===== src/rtl/wb_arbiter.sv =====
// Write-back port arbiter: shares the register file write port between the
// in-order pipeline and a 2-entry buffer of multi-cycle results.
module wb_arbiter #(
  parameter int unsigned MAX_WAIT = 4
) (
  input  logic        clk,
  input  logic        rst,
  input  logic        pipe_wreg_i,
  input  logic [4:0]  pipe_wd_i,
  input  logic [31:0] pipe_wdata_i,
  input  logic        mc_valid_i,
  input  logic [4:0]  mc_wd_i,
  input  logic [31:0] mc_wdata_i,
  output logic        mc_ready_o,
  output logic        wreg_o,
  output logic [4:0]  wd_o,
  output logic [31:0] wdata_o,
  output logic        stall_req_o,
  output logic [31:0] pend_mask_o
);

  localparam logic [3:0] MAX_WAIT_L = 4'(MAX_WAIT);

  typedef enum logic [1:0] {GNT_IDLE, GNT_PIPE, GNT_BUF} gnt_e;

  logic [1:0]  live_q, live_d;
  logic [4:0]  ent_wd_q [2];
  logic [4:0]  ent_wd_d [2];
  logic [31:0] ent_data_q [2];
  logic [31:0] ent_data_d [2];
  logic        head_q, head_d;
  logic        tail_q, tail_d;
  logic [1:0]  count_q, count_d;
  logic [3:0]  age_q, age_d;
  logic        wreg_q, wreg_d;
  logic [4:0]  wd_q, wd_d;
  logic [31:0] wdata_q, wdata_d;

  gnt_e gnt;
  logic pipe_valid;
  logic push;
  logic pop;

  assign stall_req_o = (count_q == 2'd2) || ((count_q != 2'd0) && (age_q >= MAX_WAIT_L));
  assign mc_ready_o  = (count_q != 2'd2);
  assign wreg_o      = wreg_q;
  assign wd_o        = wd_q;
  assign wdata_o     = wdata_q;

  always_comb begin
    pend_mask_o = '0;
    for (int unsigned i = 0; i < 2; i++) begin
      if (live_q[i]) pend_mask_o[ent_wd_q[i]] = 1'b1;
    end
  end

  assign pipe_valid = pipe_wreg_i && (pipe_wd_i != 5'd0);

  always_comb begin
    gnt = GNT_IDLE;
    if (stall_req_o)           gnt = GNT_BUF;
    else if (pipe_valid)       gnt = GNT_PIPE;
    else if (count_q != 2'd0)  gnt = GNT_BUF;
  end

  // Handshakes to x0 complete (ready honoured) but never allocate an entry.
  assign push = mc_valid_i && mc_ready_o && (mc_wd_i != 5'd0);
  assign pop  = (gnt == GNT_BUF);

  always_comb begin
    live_d     = live_q;
    ent_wd_d   = ent_wd_q;
    ent_data_d = ent_data_q;
    head_d     = head_q;
    tail_d     = tail_q;
    wreg_d     = 1'b0;
    wd_d       = wd_q;
    wdata_d    = wdata_q;

    case (gnt)
      GNT_PIPE: begin
        wreg_d  = 1'b1;
        wd_d    = pipe_wd_i;
        wdata_d = pipe_wdata_i;
        for (int unsigned i = 0; i < 2; i++) begin
          if (ent_wd_q[i] == pipe_wd_i) live_d[i] = 1'b0;
        end
      end
      GNT_BUF: begin
        if (live_q[head_q]) begin
          wreg_d  = 1'b1;
          wd_d    = ent_wd_q[head_q];
          wdata_d = ent_data_q[head_q];
        end
        live_d[head_q] = 1'b0;
        head_d         = ~head_q;
      end
      default: ;
    endcase

    // Tail never aliases the popped head: a pop with push implies count was 1.
    if (push) begin
      ent_wd_d[tail_q]   = mc_wd_i;
      ent_data_d[tail_q] = mc_wdata_i;
      live_d[tail_q]     = !((gnt == GNT_PIPE) && (mc_wd_i == pipe_wd_i));
      tail_d             = ~tail_q;
    end

    count_d = count_q + {1'b0, push} - {1'b0, pop};

    if (pop || (count_d == 2'd0) || (count_q == 2'd0)) age_d = '0;
    else if (age_q != 4'hF)                            age_d = age_q + 4'd1;
    else                                               age_d = age_q;
  end

  always_ff @(posedge clk) begin
    if (rst) begin
      live_q     <= '0;
      ent_wd_q   <= '{default: '0};
      ent_data_q <= '{default: '0};
      head_q     <= 1'b0;
      tail_q     <= 1'b0;
      count_q    <= '0;
      age_q      <= '0;
      wreg_q     <= 1'b0;
      wd_q       <= '0;
      wdata_q    <= '0;
    end else begin
      live_q     <= live_d;
      ent_wd_q   <= ent_wd_d;
      ent_data_q <= ent_data_d;
      head_q     <= head_d;
      tail_q     <= tail_d;
      count_q    <= count_d;
      age_q      <= age_d;
      wreg_q     <= wreg_d;
      wd_q       <= wd_d;
      wdata_q    <= wdata_d;
    end
  end

endmodule


===== config.mk =====
export PLATFORM = sky130hd
export DESIGN_NAME = wb_arbiter
export DESIGN_NICKNAME = d
export VERILOG_FILES = /design/src/rtl/wb_arbiter.sv
export SDC_FILE = /design/constraint.sdc
export NUM_CORES = 1
export LEC_CHECK = 0
export ABC_AREA = 0
export CORE_MARGIN = 2
export CORE_UTILIZATION = 50
export CTS_CLUSTER_SIZE = 20
export DETAILED_ROUTE_END_ITERATION = 12
export DONT_BUFFER_PORTS = 1
export GPL_ROUTABILITY_DRIVEN = 0
export HOLD_SLACK_MARGIN = 0.1
export PLACE_DENSITY_LB_ADDON = 0.1
export SYNTH_ARGS = -nofsm -noshare
export SYNTH_HDL_FRONTEND = slang
export SYNTH_SLANG_ARGS = --single-unit

===== constraint.sdc =====
create_clock -name clk -period 6.9 [get_ports clk]
set_input_delay 1.035 -clock clk [delete_from_list [all_inputs] [get_ports clk]]
set_output_delay 1.035 -clock clk [all_outputs]
set_load 0.005 [all_outputs]

# Word level (Yosys, flattened, before mapping)
# Cells that the tools add are included.
[op_classes]
addsub = 3
magnitude_cmp = 12
n_eq_ne = 9
n_mux = 38
n_bitwise = 7
reduce_logical = 22
[ops]
columns = ["cell", "n"]
rows = [
  ["$mux 32", 7],
  ["$bwmux 64", 1],
  ["$pmux 32 s2", 1],
  ["$demux 32 s1", 1],
  ["$or 32x32->32", 1],
  ["$mux 5", 5],
  ["$eq 5x5->1", 3],
  ["$lt 5x6->1 const B", 2],
  ["$bwmux 10", 1],
  ["$demux 1 s5", 2],
  ["$ge 5x1->1 const B", 2],
  ["$logic_and 1x1->1", 10],
  ["$pmux 5 s2", 1],
  ["$reduce_bool 5->1", 2],
  ["$mux 1", 9],
  ["$mux 2", 4],
  ["$demux 5 s1", 1],
  ["$add 4x1->4 const B", 1],
  ["$eq 2x2->1 const B", 2],
  ["$ge 2x2->1 const B", 2],
  ["$ge 4x3->1 const B", 1],
  ["$logic_not 2->1", 2],
  ["$lt 1x2->1 const B", 2],
  ["$ne 4x4->1 const B", 1],
  ["other kinds (20)", 27],
]
[totals]
ff_bits = 122
inputBits = 78

# Longest topological paths before layout
[logic_depth]
ltp_word = 10
depth_mapped = 12
ltp_nobuf = 12

# Least setup slack after synthesis
# Ideal clock, no wire load.
[synth_timing]
kind = "input port to flip-flop"
start = "input pipe_wd_i[1]"
end = "register age_q[2]"
setup_time_ns = 0.078
t_arrival_ns = 3.326
setup_slack_ns = 3.496
stages = 12
n_path_buf = 0
path_cell_list = "or4_1 -> o21ai_0 -> nor2_1 -> nor2_1 -> ha_1 -> ha_1 -> inv_1 -> ha_1 -> xor2_1 -> xnor2_1 -> a2111o_1 -> nor3_1"
[synth_via]
elab_chain_cells = 10
[synth_rtl]
columns = ["element", "line", "text"]
rows = [
  ["start, declared", "9", "input logic [4:0] pipe_wd_i,"],
  ["$reduce_bool 5->1 (*)", "57", "assign pipe_valid = pipe_wreg_i && (pipe_wd_i != 5'd0);"],
  ["$logic_and 1x1->1 (*)", "57", ""],
  ["$mux 2 (*)", "62", "else if (pipe_valid) gnt = GNT_PIPE;"],
  ["$mux 2 (*)", "61", "if (stall_req_o) gnt = GNT_BUF;"],
  ["$eq 2x2->1 (*)", "68", "assign pop = (gnt == GNT_BUF);"],
  ["$sub 2x1->2", "109", "count_d = count_q + {1'b0, push} - {1'b0, pop};"],
  ["$logic_not 2->1", "111", "if (pop || (count_d == 2'd0) || (count_q == 2'd0)) age_d = '0;"],
  ["$logic_or 1x1->1 (*) (2 in series)", "111", ""],
  ["$reduce_or 2->1 (no source line) (*)", "n/a", ""],
  ["end signal, assigned", "135", "age_q <= age_d;"],
  ["end, declared", "34", "logic [3:0] age_q, age_d;"],
]
# Every way passes the cells marked *; elsewhere a longest branch is shown, timed or not.
# A chain may end at the register's enable or synchronous reset.

# Worst setup path after layout
# Ends and elaborated chain as after synthesis.

==> impl.org <==
** Yosys
- Arithmetic-cell share of the synthesized area counting full adders, half adders and majority gates :: 1.10%
- Summing the areas of all compound-gate instances in the mapped netlist gives 20.4% of the synthesized area.
- Mean post-synth cell area :: 7.74 um2
- Sequential cell area fraction in the yosys report :: 43.0%
- Main combinational cell family by area after synthesis :: simple AND/OR/NAND/NOR gates
- The synthesized netlist devotes 2.32% of its cell area to XOR and XNOR gates.
- Syn Nets :: 816
- The synthesized design contains 122 register bits.
- Mux share of post-synthesis cell area :: 7.08%
- Post-synth top flop :: dfxtp_1
- Of the total synthesized cell area, the portion taken by AND, OR, NAND and NOR gates is 20.7%.
- Share of flip-flops with an asynchronous set or reset :: 0%
- The synthesized netlist occupies a cell area of 5670 um2.
- Total of warnings raised by yosys :: 0
- After technology mapping, the gate count stands at 733.
- Number of unique standard cell types used by synthesis :: 36
- The synthesized design contains 0 enable-type register cells.

** STA
- Total Negative Setup Slacks :: 0 ns
- Slew at the pin with the worst max-slew slack :: 1.05 ns
- For this run, the top clock speed supported by timing is 0.248 GHz.
- Counting I/O delays and the setup requirement, the final critical path takes 4.03 ns.
- Fin crit share :: 58.4%
- Number of pins with negative max-slew slack in the final report :: 0
- Remaining max-slew budget at the tightest pin :: 28.6%
- Between clock sinks in the finished design, the worst skew comes to 0.00722 ns.
- Final hold violation count :: 0
- Setup repair after global routing missed its margin :: no
- Endpoints failing setup :: 0

** Worst setup path
- STA puts the critical path data required time at 7.23 ns.
- In this design, the largest share of critical-path delay is due to simple AND/OR/NAND/NOR gates.
- The worst setup path is captured at a flop.
- The slowest stage of the critical path is the buf_4 cell.
- Startpoint type of the worst setup path :: primary input
- Kind of critical path :: in -> reg
- In this run the worst path has a maximum fanout of 80.
- Crit path DAT :: 4.36 ns
- Crit-path cells :: or4_1 -> o21ai_0 -> nor2_1 -> nor2_1 -> ha_2 -> buf_4 -> ha_1 -> inv_1 -> ha_1 -> xor2_1 -> xnor2_1 -> a2111o_1 -> nor3_1
- Slowest Stage Delay on Critical Path :: 0.65 ns
- Crit path buffers/inverters :: 2

** Clock tree
- Post-CTS setup buffers :: 0
- The number of gates resized after CTS was 0.
- Number of buffers inserted during clock tree synthesis :: 17
- Maximum level of the CTS H-tree :: 4
- Cell at the root of the clock tree :: clkbuf_16
- TritonCTS built the clock tree.
- Max Root-Sink Buffers :: 2
- CTS saw 122 sinks.
- After clock tree synthesis, the clock-pin slew on the worst setup and hold paths is 0.05 ns.
- Post-cts hold buffer count :: 0
- Clock latency on the worst-skew pair :: 0.41 ns

** Placed design
- Number of buffers inserted by port buffering :: 0
- Total half-perimeter wirelength after legalization and detailed placement :: 9010 um

** Floorplan
- X dimension of the die :: 111 um
- Initial core utilization :: 51.9%
- Die outline area :: 12200 um2
- Number of ports placed on the die boundary :: 150
- After floorplanning, the core was sized to cover 10900 um2.
- Row Count :: 38
- The die is 111 um tall.

** GRT
- Number of antenna violations at the first check in global routing :: 0
- Total track usage :: 23.4%
- The number of global-route vias before repair is 4712.
- First-pass GRT wire length :: 23400 um
- Maximum number of pins on one net before global-route repair :: 121
- Residual overflow from global routing :: 0

** Layout
- The final layout contains 777 nets.
- Antenna diode count :: 0
- Area Overhead vs Synth :: 9.66%
- Register area :: 2440 um2
- Final core area utilization :: 56.9%
- Layout cell share with drive strength beyond 1 :: 6.52%
- Multi-input gate area in the final layout :: 2960 um2
- Commonest non-fill, non-tap cell in the layout :: nand2_1
- Final-layout fill cell count :: 1045
- Commonest non-fill, non-tap cells in the layout :: nand2_1 (154), dfxtp_1 (121), a21oi_1 (115)

** Pwr
- After layout, the design draws a total of 2.55 mW.
- Dividing total power by cell area gives a power density of 410 nW/um2.
- VDD sags by at most 223 uV.
- Static leakage :: 2.16 nW

** Job
- Max-capacitance violation count :: 0

** Drt
- Routed vias/inst :: 5.93
- Mean routed wirelength per cell :: 17.1 um
- Summing over every cut layer, the via total after detailed routing is 5013.
- Total detailed-routing wirelength :: 14400 um
- Post-route antenna net violation count :: 0
- After detailed routing, the number of remaining DRC violations is 0.
- Drt first-iter violations :: 353
- The pre-antenna-repair detailed-routing pass consisted of 4 iterations.

** Status
- Result of the run :: finished, final reports clean

** Hold path
- Class of the most critical hold timing path :: reg -> reg
[layer usage]
metal	vias to the layer above	part of all wire, %	routed length [um]	track usage (%)
met5	-	0	0	0
met4	0	1.5	222	7.92
met3	23	7.8	1120	8.18
met2	166	48	6950	38.0
met1	2380	42	6110	28.9
li1	2444	-	-	-
[path summary, 6_finish.rpt]
kind / cells after the start / slack [ns] / startpoint / endpoint
hold / removal: 2 / 0.45 / ent_data_q[24]$_SDFFE_PP0P_ / ent_data_q[24]$_SDFFE_PP0P_
setup reg to reg: 12 / 3.54 / age_q[2]$_SDFFE_PP0P_ / age_q[2]$_SDFFE_PP0P_
setup / recovery: 13 / 2.87 / pipe_wd_i[1] / age_q[2]$_SDFFE_PP0P_
hold reg to reg: 2 / 0.45 / ent_data_q[24]$_SDFFE_PP0P_ / ent_data_q[24]$_SDFFE_PP0P_
[worst min-delay path, stage by stage, from the launching register on]
cell and delay (ns):
dfxtp_1 0.30, nand2_1 0.05, a21oi_1 0.05
[power breakdown]
group	internal [mW]	total [mW]	switching [mW]
logic	0.261	0.709	0.447
clock network	0.578	0.872	0.294
registers	0.854	0.969	0.116
total	1.69	2.55	0.857
[through the flow]
stage          cell area, um2  setup slack, ns  hold slack, ns  std cells
6_report                 6220             2.87           0.453        845
5_1_grt                  6220             2.53           0.468        845
4_1_cts                  6220             2.87           0.448        845
3_5_place_dp             5640             2.45           0.441        815
3_3_place_gp             5640             2.53           0.435        815
2_1_floorplan            5670             3.50           0.436        733
[final cells by class]
cell class / count / area share [%]
multi-input cells: 540 / 47.6
flip-flops and latches: 122 / 39.3
clock buffers: 21 / 7.40
well taps: 140 / 2.82
clock inverters: 9 / 1.97
inverters: 10 / 0.603
repair buffers: 3 / 0.362
[flip-flops by register name, summed over array words and instances, names as in the netlist, 2 cells and up]
name        flops
ent_wd_q       10
wd_o            5
age_q           4
wdata_o        32
ent_data_q     64
live_q          2
count_q         2
[cells in the mapped netlist, types with 6 or more instances]
master / number / share of area, %
nand3_1: 7 / 0.62
nand3b_1: 12 / 1.6
buf_2: 6 / 0.53
inv_1: 10 / 0.66
nand2_1: 154 / 10
a21oi_1: 115 / 10
o22ai_1: 36 / 4.0
clkbuf_1: 43 / 2.8
nor2_1: 89 / 5.9
buf_1: 6 / 0.40
a211oi_1: 37 / 4.9
xor2_1: 10 / 1.5
dfxtp_1: 122 / 43
mux2i_1: 39 / 6.9
[logic make-up (layout without fill, tap and decap cells)]
| logic type | Yosys count | after routing |
|---|---|---|
| DFF | 122 | 122 |
| and+or+nand+nor | 282 | 282 |
| adders and majority gates | 5 | 5 |
| xor gates and xnor gates | 15 | 15 |
| muxes | 40 | 40 |
| buffers and inverters | 71 | 43 |
| AOI/OAI and AO/OA | 198 | 198 |
(Power assumes the default switching activity.)
